[src/rtl/store_request_unit.sv]
// store_request_unit: MEM-stage store path building strobes/lane data and driving the data-SRAM bus.
// Optional STORE_ALIGN_CHECK_EN raises st_ades for misaligned SH/SW instead of silently aligning.
module store_request_unit #(
    parameter int ADDR_W = 32,
    parameter int DATA_W = 32
) (
    input  logic              clk,
    input  logic              rst,
    input  logic              st_valid_EXE,
    output logic              st_ready_EXE,
    input  logic [2:0]        st_op_EXE,
    input  logic [ADDR_W-1:0] st_addr_EXE,
    input  logic [DATA_W-1:0] st_data_EXE,
    output logic              data_req,
    output logic              data_wr,
    output logic [1:0]        data_size,
    output logic [ADDR_W-1:0] data_addr,
    output logic [3:0]        data_wstrb,
    output logic [DATA_W-1:0] data_wdata,
    input  logic              data_addr_ok,
    input  logic              data_data_ok,
    output logic              st_done,
    output logic              st_ades,
    output logic [ADDR_W-1:0] st_badvaddr,
    output logic              busy
);
    typedef enum logic [1:0] {IDLE, REQ, WAIT} state_t;
    state_t state, state_next;
    logic accept, reserved, fault;
    logic [1:0] a;
    logic [1:0] size_n;
    logic [3:0] wstrb_n;
    logic [DATA_W-1:0] wdata_n;
    logic [ADDR_W-1:0] addr_n;

    assign data_req     = state == REQ;
    assign data_wr      = data_req;
    assign st_ready_EXE = state == IDLE;
    assign busy         = state != IDLE;

    always_comb begin
        a        = st_addr_EXE[1:0];
        accept   = st_valid_EXE & (state == IDLE);
        reserved = st_op_EXE > 3'd4;
`ifdef STORE_ALIGN_CHECK_EN
        fault    = (st_op_EXE == 3'd1 & a[0]) | (st_op_EXE == 3'd2 & a != 2'd0);
`else
        fault    = 1'b0;
`endif
        state_next = state;
        case (state)
            IDLE:    state_next = (accept & ~reserved & ~fault) ? REQ : IDLE;
            REQ:     state_next = data_addr_ok ? WAIT : REQ;
            WAIT:    state_next = data_data_ok ? IDLE : WAIT;
            default: state_next = IDLE;
        endcase
        size_n  = 2'd2;
        wstrb_n = 4'b1111;
        wdata_n = st_data_EXE;
        addr_n  = {st_addr_EXE[ADDR_W-1:2], 2'b00};
        // SWL keeps the high bytes of rt in the low lanes; SWR the reverse.
        case (st_op_EXE)
            3'd0: begin
                size_n  = 2'd0;
                wstrb_n = 4'b0001 << a;
                wdata_n = {4{st_data_EXE[7:0]}};
                addr_n  = st_addr_EXE;
            end
            3'd1: begin
                size_n  = 2'd1;
                wstrb_n = a[1] ? 4'b1100 : 4'b0011;
                wdata_n = {2{st_data_EXE[15:0]}};
                addr_n  = {st_addr_EXE[ADDR_W-1:1], 1'b0};
            end
            3'd3: begin
                wstrb_n = 4'b1111 >> ~a;
                wdata_n = st_data_EXE >> {~a, 3'b000};
            end
            3'd4: begin
                wstrb_n = 4'b1111 << a;
                wdata_n = st_data_EXE << {a, 3'b000};
            end
            default: ;
        endcase
    end

    always_ff @(posedge clk) begin
        if (!rst) begin
            state       <= IDLE;
            data_addr   <= '0;
            data_size   <= '0;
            data_wstrb  <= '0;
            data_wdata  <= '0;
            st_done     <= 1'b0;
            st_ades     <= 1'b0;
            st_badvaddr <= '0;
        end else begin
            state   <= state_next;
            st_done <= (state == WAIT & data_data_ok) | (accept & reserved);
            st_ades <= accept & fault;
            if (accept & fault)
                st_badvaddr <= st_addr_EXE;
            if (accept & ~reserved & ~fault) begin
                data_addr  <= addr_n;
                data_size  <= size_n;
                data_wstrb <= wstrb_n;
                data_wdata <= wdata_n;
            end
        end
    end
endmodule

[config.mk]
export PLATFORM = sky130hd
export DESIGN_NAME = store_request_unit
export DESIGN_NICKNAME = d
export VERILOG_FILES = /design/src/rtl/store_request_unit.sv
export SDC_FILE = /design/constraint.sdc
export NUM_CORES = 1
export LEC_CHECK = 0
export CAP_MARGIN = 10
export CORE_MARGIN = 4
export CORE_UTILIZATION = 50
export DETAILED_ROUTE_END_ITERATION = 6
export DONT_BUFFER_PORTS = 1
export PLACE_DENSITY = 0.67
export RECOVER_POWER = 100
export REMOVE_ABC_BUFFERS = 1
export SLEW_MARGIN = 20
export SYNTH_ARGS = -nofsm -noshare
export SYNTH_HDL_FRONTEND = slang
export SYNTH_SLANG_ARGS = --single-unit
[constraint.sdc]
create_clock -name clk -period 1.9 [get_ports clk]
set_input_delay 0.38 -clock clk [delete_from_list [all_inputs] [get_ports clk]]
set_output_delay 0.38 -clock clk [all_outputs]
set_load 0.02 [all_outputs]
==> key figures, run 1 <==
Logic synthesis
  • Synth warn: 0
  • Cell accounting for the most synthesized area: dfxtp_1
  • Main synth FF type: dfxtp_1
  • Post-Syn Area: between 0.004 and 0.005 mm^2
  • Area share of the largest cell type after synthesis: between 30% and 40%
  • EDFF count, synth: 0
  • Syn Area/Cell: ~8.5 um^2
  • Netlist cell types: 55
  • Gate Count Post-Synth: between 500 and 600
  • Top post-synthesis cells by area: dfxtp_1, nand2_1, buf_4
  • Seq cells post-synth: 73
  • Asr flop ratio synth: 0%
  • Sequential area share after synthesis: between 30% and 40%

Place
  • Dpl hpwl: roughly 8400 um
  • Final Wtd Congestion: between 0.8 and 0.9
  • Port Buffer Count: 0
  • Post-Place Setup Slack: -0.000959 ns

Clocking
  • CTS clk-pin slew, worst paths: about 0.090 ns
  • Worst-skew pair later-pin latency: around 0.36 ns
  • Clock buffer depth: 2
  • CTS Hold Buffers Added: 0
  • H-tree depth: 3
  • Root Buffer: clkbuf_8
  • CTS buffer count: 9
  • CTS tree: yes
  • TritonCTS Sinks: 73

Floorplanning
  • Core ar.: ~0.0083 mm^2
  • Die W: just over 100 um
  • Rows: 33
  • Boundary pin count: 180
  • Die footprint: 0.0102 mm^2
  • Initial Util: roughly half
  • Die Ht: 101 um

Layout
  • Fillers: ~800
  • ANT cells: 0
  • Most frequent cells in the layout: nand2_1, dfxtp_1, a21oi_1, conb_1, nor2_1
  • Layout cell share with drive strength beyond 1: between 10% and 20%
  • Area Growth Syn to Fin: 1.88%
  • Final #Nets: between 500 and 600
  • Final Core Density: around 53%
  • Commonest non-fill, non-tap cell in the layout: nand2_1

Route
  • Vias: ~3700
  • DRC Markers: 0
  • DRT iter0 DRCs: 256
  • Final antenna-violating net count: 0
  • Wire per inst: roughly 20 um
  • Via density: ~6.2
  • Drt pass-1 iters: 5
  • Final WL: 12200 um

STA
  • Fin worst setup slack: between 0.1 and 0.15 ns
  • Final count of hold timing violations: 0
  • FMAX: ~560 MHz
  • Slew at the pin closest to its max-slew limit: 0.745 ns
  • Fin crit period: about 1.8 ns
  • Slew HR: 50.2%
  • RSZ-0062 raised after global routing: no
  • Fin. max-slew vios: 0
  • Fin crit share: approximately 94%
  • Final setup viols: 0
  • Layout Skew: 0.00998 ns

Setup path
  • Flop2flop setup slack: 0.14 ns
  • CP max FO: 5
  • Worst-case reg-to-reg path depth: 5
  • Critical Path RT: roughly 1.5 ns
  • WP data arrival: around 1.4 ns
  • CP Launch Type: flop
  • Crit Path Class: flop to output port
  • Crit. End Element: output port

Run status
  • Status: finished, final reports clean

GRT
  • Grt total ovfl: 0
  • GRT Resource Usage Total: a little under a quarter
  • Pin count of the biggest net entering global routing: 42
  • Antenna violations before repair: 0
  • Vias in the first global route: about 3400
  • First-pass GRT wire length: about 19000 um

Pwr
  • Worst vdd ir: about 0.36 mV
  • PwrDens: roughly 820 mW/mm^2
  • Leak: roughly 1.7 nW

Run
  • Max-cap violations: 0

Min path
  • Hold Path Depth: 2
  • Worst Hold Class: input pin to flop
==> kinds of logic after synthesis <==
kind of cell | Yosys count | synth area share [%]
AND/OR/NAND/NOR | 165 | 18.6
AO/OA/AOI/OAI | 142 | 22.8
buffers and inverters | 88 | 12.5
flip-flops | 73 | 33.9
multiplexers | 41 | 12.2
other | 1 | 0.0869
==> sequential cells by signal, indices dropped and copies added (netlist names) <==
signal,cells
data_addr,32
data_size,2
data_wstrb,4
state,2
st_done,1
data_wdata,32
==> metal layers <==
| layer | vias to the layer above | share of wire, % | global-route usage (%) | routed length, um |
|---|---|---|---|---|
| met3 | 19 | 10 | 6.57 | 1260 |
| met4 | 0 | 1.5 | 9.51 | 187 |
| li1 | 1741 | - | - | - |
| met1 | 1799 | 42 | 31.0 | 5070 |
| met2 | 182 | 47 | 35.4 | 5690 |
| met5 | - | 0 | 0 | 0 |
==> where the power goes <==
| part | switching, mW | internal, mW | leakage (nW) | total, mW |
|---|---|---|---|---|
| clock network | 0.669 | 0.497 | 0.0848 | 1.17 |
| registers | 0.204 | 1.63 | 0.598 | 1.84 |
| logic | 0.358 | 0.252 | 1.01 | 0.610 |
==> final cells by class <==
class | instances | area (um^2) | area share (%)
Inverter | 13 | 48.8 | 1.11
Clock buffer | 9 | 124 | 2.82
Tap cell | 105 | 131 | 2.99
Timing Repair Buffer | 19 | 126 | 2.87
Multi-Input combinational cell | 381 | 2440 | 55.6
Sequential cell | 73 | 1460 | 33.2
Clock inverter | 7 | 60.1 | 1.37
==> path summary, 6_finish.rpt <==
| check | to | start |
|---|---|---|
| min | data_addr[8]$_SDFFE_PN0P_ | st_addr_EXE[8] |
| max | busy | state[1]$_SDFF_PN0_ |
| min reg2reg | data_addr[24]$_SDFFE_PN0P_ | data_addr[24]$_SDFFE_PN0P_ |
| max reg2reg | data_wdata[31]$_SDFFE_PN0P_ | state[0]$_SDFF_PN0_ |
==> through the flow <==
stage | power, mW | hold WS (ns) | instances | area [um^2] | TNS, ns
floorplan | 2.32 | 0.516 | 467 | 3940 | -1.06
global placement | 2.47 | 0.518 | 591 | 4220 | 0
detailed placement | 2.48 | 0.523 | 591 | 4220 | -0.000959
CTS | 3.64 | 0.138 | 607 | 4410 | 0
global route | 3.79 | 0.136 | 607 | 4400 | 0
finish | 3.61 | 0.150 | 607 | 4400 | 0
==> critical path, stage by stage (launching register included) <==
cell and delay, ns:
dfxtp_1 0.35, clkbuf_2 0.15, nor2_1 0.10, clkbuf_1 0.27, inv_1 0.18
==> cells in the mapped netlist (all sizes together) (6+ instances only) <==
| cell type | count |
|---|---|
| clkbuf | 15 |
| o2bb2ai | 8 |
| o21ai | 9 |
| a22oi | 7 |
| a221o | 8 |
| a21oi | 47 |
| inv | 13 |
| mux4 | 8 |
| a22o | 8 |
| mux2 | 13 |
| nor2 | 29 |
| o22ai | 18 |
| dfxtp | 73 |
| a311oi | 8 |
| nand2 | 91 |
| or4 | 6 |
| mux2i | 20 |
| nor2b | 18 |
| o221ai | 8 |
| buf | 60 |
==> timing repair <==
action,in CTS,in global routing
cloned,0,0
hold endpoints to repair,0,0
endpoints found under the setup margin,16,7
gates resized for setup,1,2
setup buffers,0,0
(Power assumes the default switching activity.)
==> run 2: changes to the inputs <==
--- a/config.mk
+++ b/config.mk
@@ -10,7 +10,7 @@
 export CORE_UTILIZATION = 50
 export DETAILED_ROUTE_END_ITERATION = 6
 export DONT_BUFFER_PORTS = 1
-export PLACE_DENSITY = 0.67
+export PLACE_DENSITY = 0.76
 export RECOVER_POWER = 100
 export REMOVE_ABC_BUFFERS = 1
 export SLEW_MARGIN = 20
==> run 2 against run 1 <==
Against the previous run:
- clock-buffer cell count unchanged
- via count about the same
- clock skew shrank 0.0061 ns
- largest power group unchanged
- largest cell class unchanged
- global-route usage rose by 0.51 points
- maximum frequency decreased by 0.99%
- first-iteration DRC count rose by 41%
- critical path depth increased by 1
- power increased by 6.2%
- combinational power up 0.8%
- sequential power hardly changed
- die area stayed put
- sequential cell count stayed put
==> key figures, run 2 (synthesis results as in run 1) <==
Setup path
  • Max stage delay cell, worst path: or3b_4
  • CP Launch Type: flop
  • WP data arrival: 2.10 ns
  • Crit Path Class: flop to flop
  • CP max FO: 6
  • Critical Path RT: 2.20 ns
  • Crit. End Element: flop
  • Worst-case reg-to-reg path depth: 5
  • CP cell instances: or3b_4, nor3_1, and2_1, clkbuf_2, a221o_1
  • Worst reg2reg path startpoint: state[0]$_SDFF_PN0_
  • Flop2flop setup slack: just under 0.1 ns
  • RR Endpoint: data_wdata[24]$_SDFFE_PN0P_
  • CP peak stage delay: 0.45 ns

STA
  • Fin. max-slew vios: 0
  • Total negative slack: 0 ns
  • FMAX: between 500 and 600 MHz
  • RSZ-0062 raised after global routing: no
  • Slew at the pin closest to its max-slew limit: ~0.83 ns
  • Final count of hold timing violations: 0
  • Final setup viols: 0
  • Fin crit period: 1.80 ns
  • Layout Skew: 0.00384 ns
  • Slew HR: approximately 45%
  • Fin crit share: between 90% and 100%

Layout
  • Area Growth Syn to Fin: 2.64%
  • ANT cells: 0
  • Cell area after layout: 0.00443 mm^2
  • Layout cell share with drive strength beyond 1: about an eighth
  • Final #Nets: approximately 570
  • Most frequent cells in the layout: nand2_1, dfxtp_1, a21oi_1, conb_1, nor2_1
  • Commonest non-fill, non-tap cell in the layout: nand2_1
  • Largest regs: data_addr x32, data_wdata x32, data_wstrb x4

Clocking
  • Worst-skew pair later-pin latency: about 0.35 ns
  • Clock buffer depth: 2
  • CTS buffer count: 9
  • CTS clk-pin slew, worst paths: 0.08 ns
  • TritonCTS Sinks: 73
  • H-tree depth: 3
  • Post-CTS setup buffers: 0
  • CTS tree: yes
  • CTS Hold Buffers Added: 0
  • Root Buffer: clkbuf_8

Pwr
  • Leak: between 1.5 and 2 nW
  • PwrDens: roughly 870 mW/mm^2
  • Worst vdd ir: approximately 0.30 mV

Run status
  • Status: finished, final reports clean

GRT
  • Pin count of the biggest net entering global routing: between 40 and 50
  • First-pass GRT wire length: roughly 19000 um
  • Grt total ovfl: 0
  • Vias in the first global route: between 3000 and 4000
  • GRT Resource Usage Total: 23.8%
  • Antenna violations before repair: 0

Route
  • Final antenna-violating net count: 0
  • Wire per inst: about 21 um
  • DRC Markers: 0
  • Final WL: 12500 um
  • Via density: just over 6
  • Vias: 3743
  • DRT iter0 DRCs: between 300 and 400
  • Drt pass-1 iters: 5

Min path
  • Worst Hold Class: input pin to flop
  • Hold Path Depth: 2
  • Hold Crit Start: st_addr_EXE[28]
  • Hold endpoint: data_addr[28]$_SDFFE_PN0P_

Run
  • Max-cap violations: 0

Floorplanning
  • Die W: 101 um
  • Die footprint: 0.0102 mm^2
  • Die Ht: between 100 and 150 um
  • Boundary pin count: 180
  • Rows: 33
  • Core ar.: approximately 0.0083 mm^2
  • Initial Util: between 50% and 60%

Place
  • Placed inst area: 0.00421 mm^2
  • Port Buffer Count: 0
  • Final Wtd Congestion: slightly below 0.9
  • Dpl hpwl: about 8800 um
==> run 2: routing by layer <==
metal	vias to the layer above	wire length, um	global-route usage (%)
li1	1746	-	-
met1	1726	4580	27.0
met4	0	166	7.77
met5	-	0	0
met2	245	6030	40.2
met3	26	1760	10.2
==> run 2: power by group <==
group	internal (mW)	total, mW	switching (mW)
registers	1.63	1.84	0.207
clock network	0.753	1.38	0.628
logic	0.253	0.615	0.363
==> run 2: worst max path at each step <==
stage	startpoint	endpoint	slack (ns)	cells past startpoint
floorplan	state[1]$_SDFF_PN0_	data_wdata[18]$_SDFFE_PN0P_	-0.18	4
global placement	st_valid_EXE	data_wdata[30]$_SDFFE_PN0P_	0.04	4
detailed placement	state[0]$_SDFF_PN0_	data_wdata[31]$_SDFFE_PN0P_	-0.02	4
CTS	state[0]$_SDFF_PN0_	data_wdata[20]$_SDFFE_PN0P_	0.12	4
global route	state[0]$_SDFF_PN0_	data_wdata[21]$_SDFFE_PN0P_	0.006	4
finish	state[0]$_SDFF_PN0_	data_wdata[24]$_SDFFE_PN0P_	0.1	5
==> run 2: timing repair <==
item,4_1_cts,5_1_grt
hold endpoints to repair,0,0
resized for setup,1,0
setup endpoints to repair,16,0
==> run 2: layout make-up <==
type,count,area [um^2]
clock buffer,9,124
clock inverter,7,101
fill,774,3870
inverter,13,48.8
multi-input combinational,381,2440
sequential,73,1460
tap,105,131
timing repair buffer,18,124
==> run 2: worst max-delay path, delay by kind of cell (launching register included) <==
| kind | cells | cell delay, ns |
|---|---|---|
| buffers and inverters | 1 | 0.20 |
| AND/OR/NAND/NOR | 3 | 1.03 |
| flip-flops | 1 | 0.39 |
| AO/OA/AOI/OAI | 1 | 0.14 |
==> run 2: through the flow <==
stage | hold slack [ns] | util [%] | total power [mW] | worst slack [ns] | cells
2_1_floorplan | 0.516 | - | 2.32 | -0.176 | 467
3_3_place_gp | 0.519 | 50.7 | 2.47 | 0.0394 | 590
3_5_place_dp | 0.524 | 50.7 | 2.49 | -0.0170 | 590
4_1_cts | 0.133 | 53.5 | 3.87 | 0.123 | 606
5_1_grt | 0.141 | 53.4 | 4.01 | 0.00579 | 606
6_report | 0.153 | 53.4 | 3.84 | 0.0969 | 606
